$ cat config.mk
export PLATFORM = sky130hd
export DESIGN_NAME = vga_frame_fetch_flat
export DESIGN_NICKNAME = d
export VERILOG_FILES = /design/src/rtl/vga_frame_fetch_if.sv /design/src/rtl/vga_frame_fetch.sv /design/src/flat_wrapper.sv
export SDC_FILE = /design/constraint.sdc
export NUM_CORES = 1
export LEC_CHECK = 0
export CAP_MARGIN = 40
export CORE_ASPECT_RATIO = 1.4
export CORE_UTILIZATION = 58
export DETAILED_ROUTE_END_ITERATION = 16
export PLACE_DENSITY = 0.79
export SETUP_SLACK_MARGIN = 0.05
export SYNTH_ARGS = -nofsm -noshare
export SYNTH_HDL_FRONTEND = slang
export SYNTH_SLANG_ARGS = --single-unit
export TNS_END_PERCENT = 100
$ cat constraint.sdc
create_clock -name i_Clock -period 6.9 [get_ports i_Clock]
set_clock_uncertainty 0.05 [all_clocks]
set_input_delay 1.38 -clock i_Clock [delete_from_list [all_inputs] [get_ports i_Clock]]
set_output_delay 1.38 -clock i_Clock [all_outputs]
set_load 0.05 [all_outputs]
$ cat src/rtl/vga_frame_fetch_if.sv
// Memory read port and pixel stream bundle for vga_frame_fetch.
interface vga_frame_fetch_if #(parameter int ADDR_WIDTH = 32);
    logic                  o_Mem_Req;
    logic [ADDR_WIDTH-1:0] o_Mem_Addr;
    logic                  i_Mem_Ack;
    logic [15:0]           i_Mem_Rdata;
    logic                  i_Mem_Rvalid;
    logic [15:0]           m_axis_tdata;
    logic                  m_axis_tvalid;
    logic                  m_axis_tready;
    logic                  m_axis_tlast;
    logic                  m_axis_tuser;

    modport master (
        output o_Mem_Req, o_Mem_Addr,
        input  i_Mem_Ack, i_Mem_Rdata, i_Mem_Rvalid,
        output m_axis_tdata, m_axis_tvalid, m_axis_tlast, m_axis_tuser,
        input  m_axis_tready
    );

    modport slave (
        input  o_Mem_Req, o_Mem_Addr,
        output i_Mem_Ack, i_Mem_Rdata, i_Mem_Rvalid,
        input  m_axis_tdata, m_axis_tvalid, m_axis_tlast, m_axis_tuser,
        output m_axis_tready
    );
endinterface

$ cat src/rtl/vga_frame_fetch.sv
// Framebuffer fetch: per frame-sync, reads one frame of 16-bit pixels into a
// credit-limited FIFO and streams it out; page flips land on frame boundaries.
module vga_frame_fetch #(
    parameter int H_PIXELS   = 640,
    parameter int V_LINES    = 480,
    parameter int ADDR_WIDTH = 32,
    parameter int FIFO_DEPTH = 16
) (
    input  logic                  i_Clock,
    input  logic                  i_Reset,
    input  logic                  i_Frame_Sync,
    input  logic [ADDR_WIDTH-1:0] i_Back_Base,
    input  logic                  i_Flip_Req,
    output logic                  o_Flip_Done,
    output logic [ADDR_WIDTH-1:0] o_Front_Base,
    output logic                  o_Busy,
    output logic                  o_Frame_Error,
    vga_frame_fetch_if.master     bus
);
    localparam int TOTAL = H_PIXELS * V_LINES;
    localparam int PW    = $clog2(FIFO_DEPTH);
    localparam int CW    = PW + 1;
    localparam int IW    = $clog2(TOTAL + 1);
    localparam int XW    = $clog2(H_PIXELS + 1);
    localparam int YW    = $clog2(V_LINES + 1);
    localparam logic [ADDR_WIDTH-1:0] ALIGN = ~ADDR_WIDTH'(1);

    typedef enum logic [1:0] {IDLE, FETCH, ABORT} state_t;

    state_t                state_q, state_d;
    logic                  sync_q, sync_d, pend_q, pend_d, done_q, done_d;
    logic                  err_q, err_d, req_q, req_d;
    logic [ADDR_WIDTH-1:0] back_q, back_d, front_q, front_d, addr_q, addr_d;
    logic [IW-1:0]         issued_q, issued_d;
    logic [CW-1:0]         outst_q, outst_d, cnt_q, cnt_d;
    logic [PW-1:0]         wr_q, wr_d, rd_q, rd_d;
    logic [XW-1:0]         x_q, x_d;
    logic [YW-1:0]         y_q, y_d;
    logic [15:0]           mem_q [FIFO_DEPTH];
    logic                  sync_edge, ack, rsp, push, pop, start, abort, frame_done, tvalid;

    assign tvalid = (cnt_q != '0);

    always_comb begin
        sync_d     = i_Frame_Sync;
        sync_edge  = i_Frame_Sync && !sync_q;
        ack        = req_q && bus.i_Mem_Ack;
        rsp        = bus.i_Mem_Rvalid && (outst_q != '0);
        pop        = tvalid && bus.m_axis_tready;
        frame_done = (issued_q == IW'(TOTAL)) && (outst_q == '0) && (cnt_q == '0);

        // A flip request in the sync-edge cycle wins over an older pending one.
        pend_d  = pend_q;
        back_d  = back_q;
        front_d = front_q;
        done_d  = 1'b0;
        if (sync_edge) begin
            if (i_Flip_Req) begin
                front_d = i_Back_Base & ALIGN;
                done_d  = 1'b1;
                pend_d  = 1'b0;
            end else if (pend_q) begin
                front_d = back_q;
                done_d  = 1'b1;
                pend_d  = 1'b0;
            end
        end else if (i_Flip_Req) begin
            pend_d = 1'b1;
            back_d = i_Back_Base & ALIGN;
        end

        state_d = state_q;
        err_d   = err_q;
        start   = 1'b0;
        abort   = 1'b0;
        unique case (state_q)
            IDLE:  start = sync_edge;
            FETCH: begin
                if (sync_edge) begin
                    start = frame_done;
                    abort = !frame_done;
                end else if (frame_done) begin
                    state_d = IDLE;
                end
            end
            ABORT:   start = (outst_q == '0) && !req_q;
            default: state_d = IDLE;
        endcase
        if (start) state_d = FETCH;
        if (abort) begin
            state_d = ABORT;
            err_d   = 1'b1;
        end

        outst_d = outst_q + CW'(ack) - CW'(rsp);
        push    = rsp && (state_q == FETCH) && !abort;
        cnt_d   = cnt_q + CW'(push) - CW'(pop);
        wr_d    = push ? wr_q + PW'(1) : wr_q;
        rd_d    = pop  ? rd_q + PW'(1) : rd_q;
        if (abort) begin
            cnt_d = '0;
            wr_d  = '0;
            rd_d  = '0;
        end

        x_d = x_q;
        y_d = y_q;
        if (pop) begin
            if (x_q == XW'(H_PIXELS - 1)) begin
                x_d = '0;
                y_d = y_q + YW'(1);
            end else begin
                x_d = x_q + XW'(1);
            end
        end

        addr_d   = addr_q;
        issued_d = issued_q;
        if (ack) begin
            addr_d   = addr_q + ADDR_WIDTH'(2);
            issued_d = issued_q + IW'(1);
        end
        if (start) begin
            addr_d   = front_d;
            issued_d = '0;
            x_d      = '0;
            y_d      = '0;
        end

        // An un-acked request is held as-is; a new one needs a free FIFO slot
        // after counting everything already stored or in flight.
        req_d = req_q;
        if (!req_q || ack)
            req_d = (state_d == FETCH) && (issued_d != IW'(TOTAL)) &&
                    ((int'(cnt_d) + int'(outst_d)) < FIFO_DEPTH);
    end

    always_ff @(posedge i_Clock or posedge i_Reset) begin
        if (i_Reset) begin
            state_q  <= IDLE;
            sync_q   <= 1'b1;
            pend_q   <= 1'b0;
            done_q   <= 1'b0;
            err_q    <= 1'b0;
            req_q    <= 1'b0;
            back_q   <= '0;
            front_q  <= '0;
            addr_q   <= '0;
            issued_q <= '0;
            outst_q  <= '0;
            cnt_q    <= '0;
            wr_q     <= '0;
            rd_q     <= '0;
            x_q      <= '0;
            y_q      <= '0;
        end else begin
            state_q  <= state_d;
            sync_q   <= sync_d;
            pend_q   <= pend_d;
            done_q   <= done_d;
            err_q    <= err_d;
            req_q    <= req_d;
            back_q   <= back_d;
            front_q  <= front_d;
            addr_q   <= addr_d;
            issued_q <= issued_d;
            outst_q  <= outst_d;
            cnt_q    <= cnt_d;
            wr_q     <= wr_d;
            rd_q     <= rd_d;
            x_q      <= x_d;
            y_q      <= y_d;
        end
    end

    always_ff @(posedge i_Clock) begin
        if (push) mem_q[wr_q] <= bus.i_Mem_Rdata;
    end

    assign o_Flip_Done       = done_q;
    assign o_Front_Base      = front_q;
    assign o_Busy            = (state_q != IDLE);
    assign o_Frame_Error     = err_q;
    assign bus.o_Mem_Req     = req_q;
    assign bus.o_Mem_Addr    = addr_q;
    assign bus.m_axis_tvalid = tvalid;
    assign bus.m_axis_tdata  = tvalid ? mem_q[rd_q] : '0;
    assign bus.m_axis_tlast  = tvalid && (x_q == XW'(H_PIXELS - 1));
    assign bus.m_axis_tuser  = tvalid && (x_q == '0) && (y_q == '0);
endmodule

$ cat src/flat_wrapper.sv
// flat-port wrapper written by rule: the top's interface ports become plain ports
module vga_frame_fetch_flat 
#(
    parameter int H_PIXELS   = 640,
    parameter int V_LINES    = 480,
    parameter int ADDR_WIDTH = 32,
    parameter int FIFO_DEPTH = 16
)
  (i_Clock, i_Reset, i_Frame_Sync, i_Back_Base, i_Flip_Req, o_Flip_Done, o_Front_Base, o_Busy, o_Frame_Error, bus_o_Mem_Req, bus_o_Mem_Addr, bus_i_Mem_Ack, bus_i_Mem_Rdata, bus_i_Mem_Rvalid, bus_m_axis_tdata, bus_m_axis_tvalid, bus_m_axis_tlast, bus_m_axis_tuser, bus_m_axis_tready);
  vga_frame_fetch_if #(.ADDR_WIDTH(ADDR_WIDTH)) bus_i ();
  input  logic i_Clock;
  input  logic i_Reset;
  input  logic i_Frame_Sync;
  input  logic [ADDR_WIDTH-1:0] i_Back_Base;
  input  logic i_Flip_Req;
  output logic o_Flip_Done;
  output logic [ADDR_WIDTH-1:0] o_Front_Base;
  output logic o_Busy;
  output logic o_Frame_Error;
  output wire logic [$bits(bus_i.o_Mem_Req)-1:0] bus_o_Mem_Req;
  output wire logic [$bits(bus_i.o_Mem_Addr)-1:0] bus_o_Mem_Addr;
  input wire logic [$bits(bus_i.i_Mem_Ack)-1:0] bus_i_Mem_Ack;
  input wire logic [$bits(bus_i.i_Mem_Rdata)-1:0] bus_i_Mem_Rdata;
  input wire logic [$bits(bus_i.i_Mem_Rvalid)-1:0] bus_i_Mem_Rvalid;
  output wire logic [$bits(bus_i.m_axis_tdata)-1:0] bus_m_axis_tdata;
  output wire logic [$bits(bus_i.m_axis_tvalid)-1:0] bus_m_axis_tvalid;
  output wire logic [$bits(bus_i.m_axis_tlast)-1:0] bus_m_axis_tlast;
  output wire logic [$bits(bus_i.m_axis_tuser)-1:0] bus_m_axis_tuser;
  input wire logic [$bits(bus_i.m_axis_tready)-1:0] bus_m_axis_tready;
  assign bus_o_Mem_Req = bus_i.o_Mem_Req;
  assign bus_o_Mem_Addr = bus_i.o_Mem_Addr;
  assign bus_i.i_Mem_Ack = bus_i_Mem_Ack;
  assign bus_i.i_Mem_Rdata = bus_i_Mem_Rdata;
  assign bus_i.i_Mem_Rvalid = bus_i_Mem_Rvalid;
  assign bus_m_axis_tdata = bus_i.m_axis_tdata;
  assign bus_m_axis_tvalid = bus_i.m_axis_tvalid;
  assign bus_m_axis_tlast = bus_i.m_axis_tlast;
  assign bus_m_axis_tuser = bus_i.m_axis_tuser;
  assign bus_i.m_axis_tready = bus_m_axis_tready;
  vga_frame_fetch #(.H_PIXELS(H_PIXELS), .V_LINES(V_LINES), .ADDR_WIDTH(ADDR_WIDTH), .FIFO_DEPTH(FIFO_DEPTH)) u_core (.i_Clock(i_Clock), .i_Reset(i_Reset), .i_Frame_Sync(i_Frame_Sync), .i_Back_Base(i_Back_Base), .i_Flip_Req(i_Flip_Req), .o_Flip_Done(o_Flip_Done), .o_Front_Base(o_Front_Base), .o_Busy(o_Busy), .o_Frame_Error(o_Frame_Error), .bus(bus_i));
endmodule
Word-level counts from Yosys, hierarchy flattened
Memories as Yosys holds them, arrays and structs flattened.
Index checks and enable logic that the tools add are counted.
W data, S select, Z words.
Word-level totals
  memories: 1
  register bits: 158
  output and inout port bits: 87
  RAM bits: 256
Operators by class
  bitwise operators: 1
  add/sub/neg operators: 11
  reductions and logical operators: 36
  muxes and demuxes: 35
  order comparisons: 1
  equality and inequality tests: 6
Memories
  u_core.mem_q: depth 16, bits a word 16, rd ports 1, clocked after memory_dff 0, write ports 1, RTL line vga_frame_fetch.sv:39  | logic [15:0] mem_q [FIFO_DEPTH];
Operator list (count)
  $mux W32: 5
  $mux W19: 2
  $add A32 B2 Y32 const B: 1
  $lt A32 B6 Y1 const B: 1
  $mux W10: 3
  $mux W9: 3
  $add A19 B1 Y19 const B: 1
  $eq A19 B19 Y1 const B: 1
  $ne A19 B19 Y1 const B: 1
  $mux W16: 1
  $mux W4: 4
  $logic_and A1 B1 Y1: 14
  $reduce_bool A2 Y1: 7
  $add A10 B1 Y10 const B: 1
  $add A5 B1 Y5: 2
  $eq A10 B10 Y1 const B: 1
  $logic_not A10 Y1: 1
  $logic_not A5 Y1: 2
  $mux W1: 10
  $reduce_bool A5 Y1: 2
  $sub A5 B1 Y5: 2
  $add A9 B1 Y9 const B: 1
  $logic_not A9 Y1: 1
  $add A4 B1 Y4 const B: 2
  13 further kinds: 21

Logic depth before layout (Yosys ltp)
  word-level depth: 14
  gate-level depth with buffers: 21
  mapped depth without buffers: 20

Worst setup path before layout
OpenSTA, ideal clock, no wires.
  path kind: input port to flip-flop
  from: input port bus_m_axis_tready
  to: register u_core.req_q, in the netlist u_core.bus.o_Mem_Req
  slack: 2.680 ns
  cell stages on the path: 17
  setup time: 0.088 ns
  arrival: 4.082 ns
  path through: nand2_1 -> inv_1 -> buf_1 -> ha_1 -> inv_1 -> ha_1 -> fa_1 -> a21oi_1 -> nor2_1 -> nor2_1 -> xnor2_1 -> nor2_1 -> ha_1 -> nor3_1 -> nand2_1 -> o32a_1 -> a41oi_1
On the way
  longest elaborated chain between the ends: 6
Ends and longest elaborated chain
  start, declared: RTL line flat_wrapper.sv:29  | input wire logic [$bits(bus_i.m_axis_tready)-1:0] bus_m_axis_tready;
  $logic_and A1 B1 Y1: RTL line vga_frame_fetch.sv:49  | pop = tvalid && bus.m_axis_tready;
  $sub A5 B1 Y5: RTL line vga_frame_fetch.sv:97  | cnt_d = cnt_q + CW'(push) - CW'(pop);
  $mux W5: RTL line vga_frame_fetch.sv:100  | if (abort) begin
  net u_core.cnt_d[4]: RTL line vga_frame_fetch.sv:35  | logic [CW-1:0] outst_q, outst_d, cnt_q, cnt_d;
  $add A5 B5 Y6: RTL line vga_frame_fetch.sv:135  | ((int'(cnt_d) + int'(outst_d)) < FIFO_DEPTH);
  $lt A32 B6 Y1: RTL line vga_frame_fetch.sv:135
  $logic_and A1 B1 Y1: RTL line vga_frame_fetch.sv:134  | req_d = (state_d == FETCH) && (issued_d != IW'(TOTAL)) &&
  end signal, assigned: RTL line vga_frame_fetch.sv:162  | req_q <= req_d;
  end, declared: RTL line vga_frame_fetch.sv:32  | logic err_q, err_d, req_q, req_d;
The timed path passes the listed nets, and every way through them passes these cells.
A chain may end at the register's enable or synchronous reset.

Worst setup path after layout
  from: register u_core.rd_q[1]
  to: output port bus_m_axis_tdata[2]
On the way
  longest elaborated chain between the ends: 2
Ends and longest elaborated chain
  start, declared: RTL line vga_frame_fetch.sv:36  | logic [PW-1:0] wr_q, wr_d, rd_q, rd_d;
  start signal, assigned: RTL line vga_frame_fetch.sv:170  | rd_q <= rd_d;
  $mem_v2 Z16 W16
  $mux W16: RTL line vga_frame_fetch.sv:187  | assign bus.m_axis_tdata = tvalid ? mem_q[rd_q] : '0;
  end, declared: RTL line flat_wrapper.sv:25  | output wire logic [$bits(bus_i.m_axis_tdata)-1:0] bus_m_axis_tdata;
No other way between the ends.

==> results.sh <==
export IMPL_tns_ps=0
export IMPL_synth_top_cell_by_area="edfxtp_1"
export IMPL_clock_path_buffers=3
export IMPL_placed_area_um2=20200
export IMPL_r2r_end="u_core.bus.o_Mem_Req"
export IMPL_worst_setup_path_type="reg -> out"
export IMPL_yosys_area_share_simple=0.0989
export IMPL_via_per_inst=6.14
export IMPL_clkSinkCount=414
export IMPL_synth_seq_cells=414
export IMPL_whs_path_depth=1
export IMPL_antenna_found_initial=3
export IMPL_postSynthAreaPerCell_um2=14.8
export IMPL_cts_resized_gates=0
export IMPL_cp_arrival_ps=3850
export IMPL_cp_slowest_cell="dfrtp_2"
export IMPL_p_leak_uw=0.00779
export IMPL_switching_share=0.364
export IMPL_pwr_density_cell_nw_per_um2=396
export IMPL_instances_no_fill=1800
export IMPL_die_x_um=152
export IMPL_place_inst=1727
export IMPL_cp_end_kind="output port"
export IMPL_drive_gt1_frac=0.168
export IMPL_grtUsageTotal=0.273
export IMPL_pwr_share_comb=0.383
export IMPL_synth_xor_area_share=0.0356
export IMPL_synth_mux_area_frac=0.131
export IMPL_fin_crit_sh=0.766
export IMPL_synth_top_family_by_area="multiplexers"
export IMPL_yosys_most_used_dff="edfxtp_1"
export IMPL_cts_max_level=2
export IMPL_cts_buffers=39
export IMPL_finalNetCount=1463
export IMPL_drtPass1Iterations=5
export IMPL_syn_nets=1312
export IMPL_postRouteWirelength_um=41900
export IMPL_start_util=0.591
export IMPL_power_internal_uw=5410
export IMPL_hold_class="reg -> reg"
export IMPL_clkPwrFrac=0.238
export IMPL_cp_common_cell="mux4_2"
export IMPL_grt_max_degree=76
export IMPL_whs_ps=413
export IMPL_dp_hpwl_um=26200
export IMPL_grt_pass1_wl_um=64900
export IMPL_hold_violations=0
export IMPL_required_ps=5470
export IMPL_numPortBuffers=140
export IMPL_ir_worst_vdd_v=0.000274
export IMPL_maxCapViolCount=0
export IMPL_max_slew_margin=0.404
export IMPL_cp_start_kind="flop"
export IMPL_final_area_um2=21400
export IMPL_rows=76
export IMPL_ys_types=55
export IMPL_setup_viol=0
export IMPL_r2r_slack_ps=1880
export IMPL_yosys_warnings=0
export IMPL_r2r_start="u_core.cnt_q[3]"
export IMPL_synth_edf_count=256
export IMPL_critPathMaxFanout=46
export IMPL_post_route_util=0.696
export IMPL_fin_crit_ps=5280
export IMPL_p_seq_frac=0.379
export IMPL_synth_area_top_cells="edfxtp_1 (42%), dfrtp_1 (22%), mux4_2 (9.9%)"
export IMPL_synth_seq_area_share=0.640
export IMPL_area_growth_synth_to_final_pct=17.8
export IMPL_ios=142
export IMPL_core_region_area_um2=30800
export IMPL_synthTopCellsByCount="edfxtp_1 (256), dfrtp_1 (157), mux4_2 (80), nand2_1 (65), nor2_1 (61)"
export IMPL_drt_iter0_markers=879
export IMPL_switchingPower_uw=3090
export IMPL_synth_fa_ha_area_frac=0.0215
export IMPL_post_route_drc_count=0
export IMPL_status="completed"
export IMPL_crit_path_cell_trace="buf_4 -> mux4_2 -> mux4_2 -> and2_1 -> clkdlybuf4s50_1"
export IMPL_root_buffer="clkbuf_16"
export IMPL_cp_startpoint="u_core.rd_q[1]"
export IMPL_async_reset_ff_frac=0.382
export IMPL_grt_overflow=0
export IMPL_die_h_um=212
export IMPL_critPathCapture="bus_m_axis_tdata[2]"
export IMPL_clock_fmax_ghz=0.189
export IMPL_cts_tree="done"
export IMPL_grt_pass1_vias=11300
export IMPL_drv_slew=0
export IMPL_hold_buffers=0
export IMPL_yosysMostFrequentCell="edfxtp_1"
export IMPL_post_cts_buffers=0
export IMPL_place_gp_congestion=0.801
export IMPL_rsz0062_at_grt="no"
export IMPL_mappedNetlistArea_um2=18200
export IMPL_worstSkewPairLatency_ps=550
export IMPL_worst_pin_slew_ps=894
export IMPL_detail_route_antenna_nets=0
export IMPL_wl_per_cell_um=23.3
export IMPL_synth_cells=1227
export IMPL_dieArea_um2=32100
export IMPL_clk_pin_slew_ps=70
export IMPL_synth_compound_area_frac=0.0491
export IMPL_num_vias=11000
export IMPL_synth_top_area_share=0.423
export IMPL_rr_worst_depth=20
export IMPL_cpPeakStageDelay_ps=730
worst min path at each step:
stage	startpoint	endpoint
finish	u_core.o_Frame_Error	u_core.o_Frame_Error
global route	u_core.o_Frame_Error	u_core.o_Frame_Error
CTS	u_core.o_Frame_Error	u_core.o_Frame_Error
detailed placement	u_core.o_Frame_Error	u_core.o_Frame_Error
global placement	u_core.o_Frame_Error	u_core.o_Frame_Error
floorplan	u_core.back_q[30]	u_core.back_q[30]
per-stage QoR:
step,power (uW),setup WS [ps]
6_report,8500,1620
5_1_grt,8900,1460
4_1_cts,8570,1580
3_5_place_dp,6530,1810
3_3_place_gp,6410,1830
2_1_floorplan,5510,1210
flip-flops by register name, indices dropped and copies added, names as in the netlist:
signal,flops
u_core.o_Front_Base,32
u_core.mem_q,256
u_core.rd_q,4
u_core.bus.o_Mem_Addr,32
u_core.back_q,31
u_core.sync_q,1
u_core.state_q,2
u_core.cnt_q,5
u_core.bus.o_Mem_Req,1
u_core.outst_q,5
u_core.issued_q,19
u_core.wr_q,4
u_core.o_Frame_Error,1
u_core.y_q,9
u_core.pend_q,1
u_core.x_q,10
u_core.o_Flip_Done,1
power by group through the flow:
stage | clock network (uW) | logic, uW | registers, uW
global route | 2140 | 3500 | 3260
floorplan | 0 | 1900 | 3620
detailed placement | 0 | 3260 | 3260
CTS | 2060 | 3290 | 3220
global placement | 0 | 3080 | 3330
finish | 2020 | 3250 | 3220
routing by layer:
layer | global-route usage | part of all wire
met5 | 0 | 0
met4 | 0.119 | 0.039
met2 | 0.473 | 0.53
met3 | 0.0446 | 0.060
met1 | 0.335 | 0.37
layout by cell type, fill, tap and decap left out, drive strengths merged, types with 32 or more instances in the layout:
cell | Yosys | routed
a21oi | 37 | 37
and2 | 43 | 43
buf | 29 | 35
clkbuf | 36 | 49
clkdlybuf4s50 | 0 | 140
dfrtp | 157 | 157
edfxtp | 256 | 256
inv | 34 | 35
mux2 | 50 | 50
mux4 | 80 | 80
nand2 | 65 | 65
nand3 | 32 | 32
nor2 | 61 | 61
nor2b | 35 | 35
o21ai | 48 | 48
xnor2 | 44 | 44
cells by family (layout without fill, tap and decap cells):
| family | count (synthesis) | count (layout) |
|---|---|---|
| fa+ha+maj | 30 | 30 |
| compound gates | 149 | 149 |
| xor+xnor | 74 | 74 |
| flops | 414 | 414 |
| buf+inv | 99 | 279 |
| simple gates | 329 | 329 |
| other cells | 0 | 3 |
| mux | 132 | 132 |
area by class of cell:
cell class	count	area, um2
diodes	3	7.51
clock buffers	49	1020
clock inverters	21	160
fillers	2036	9370
inverters	34	133
multi-input cells	714	6120
flip-flops and latches	414	11600
well taps	390	488
repair buffers	175	1860
critical path: cells and delay by family (launching register included):
| kind | cells | cell delay [ps] |
|---|---|---|
| buf+inv | 2 | 1370 |
| flops | 1 | 730 |
| mux | 2 | 960 |
| simple gates | 1 | 210 |
No activity file was read; power rests on OpenSTA's default activity.
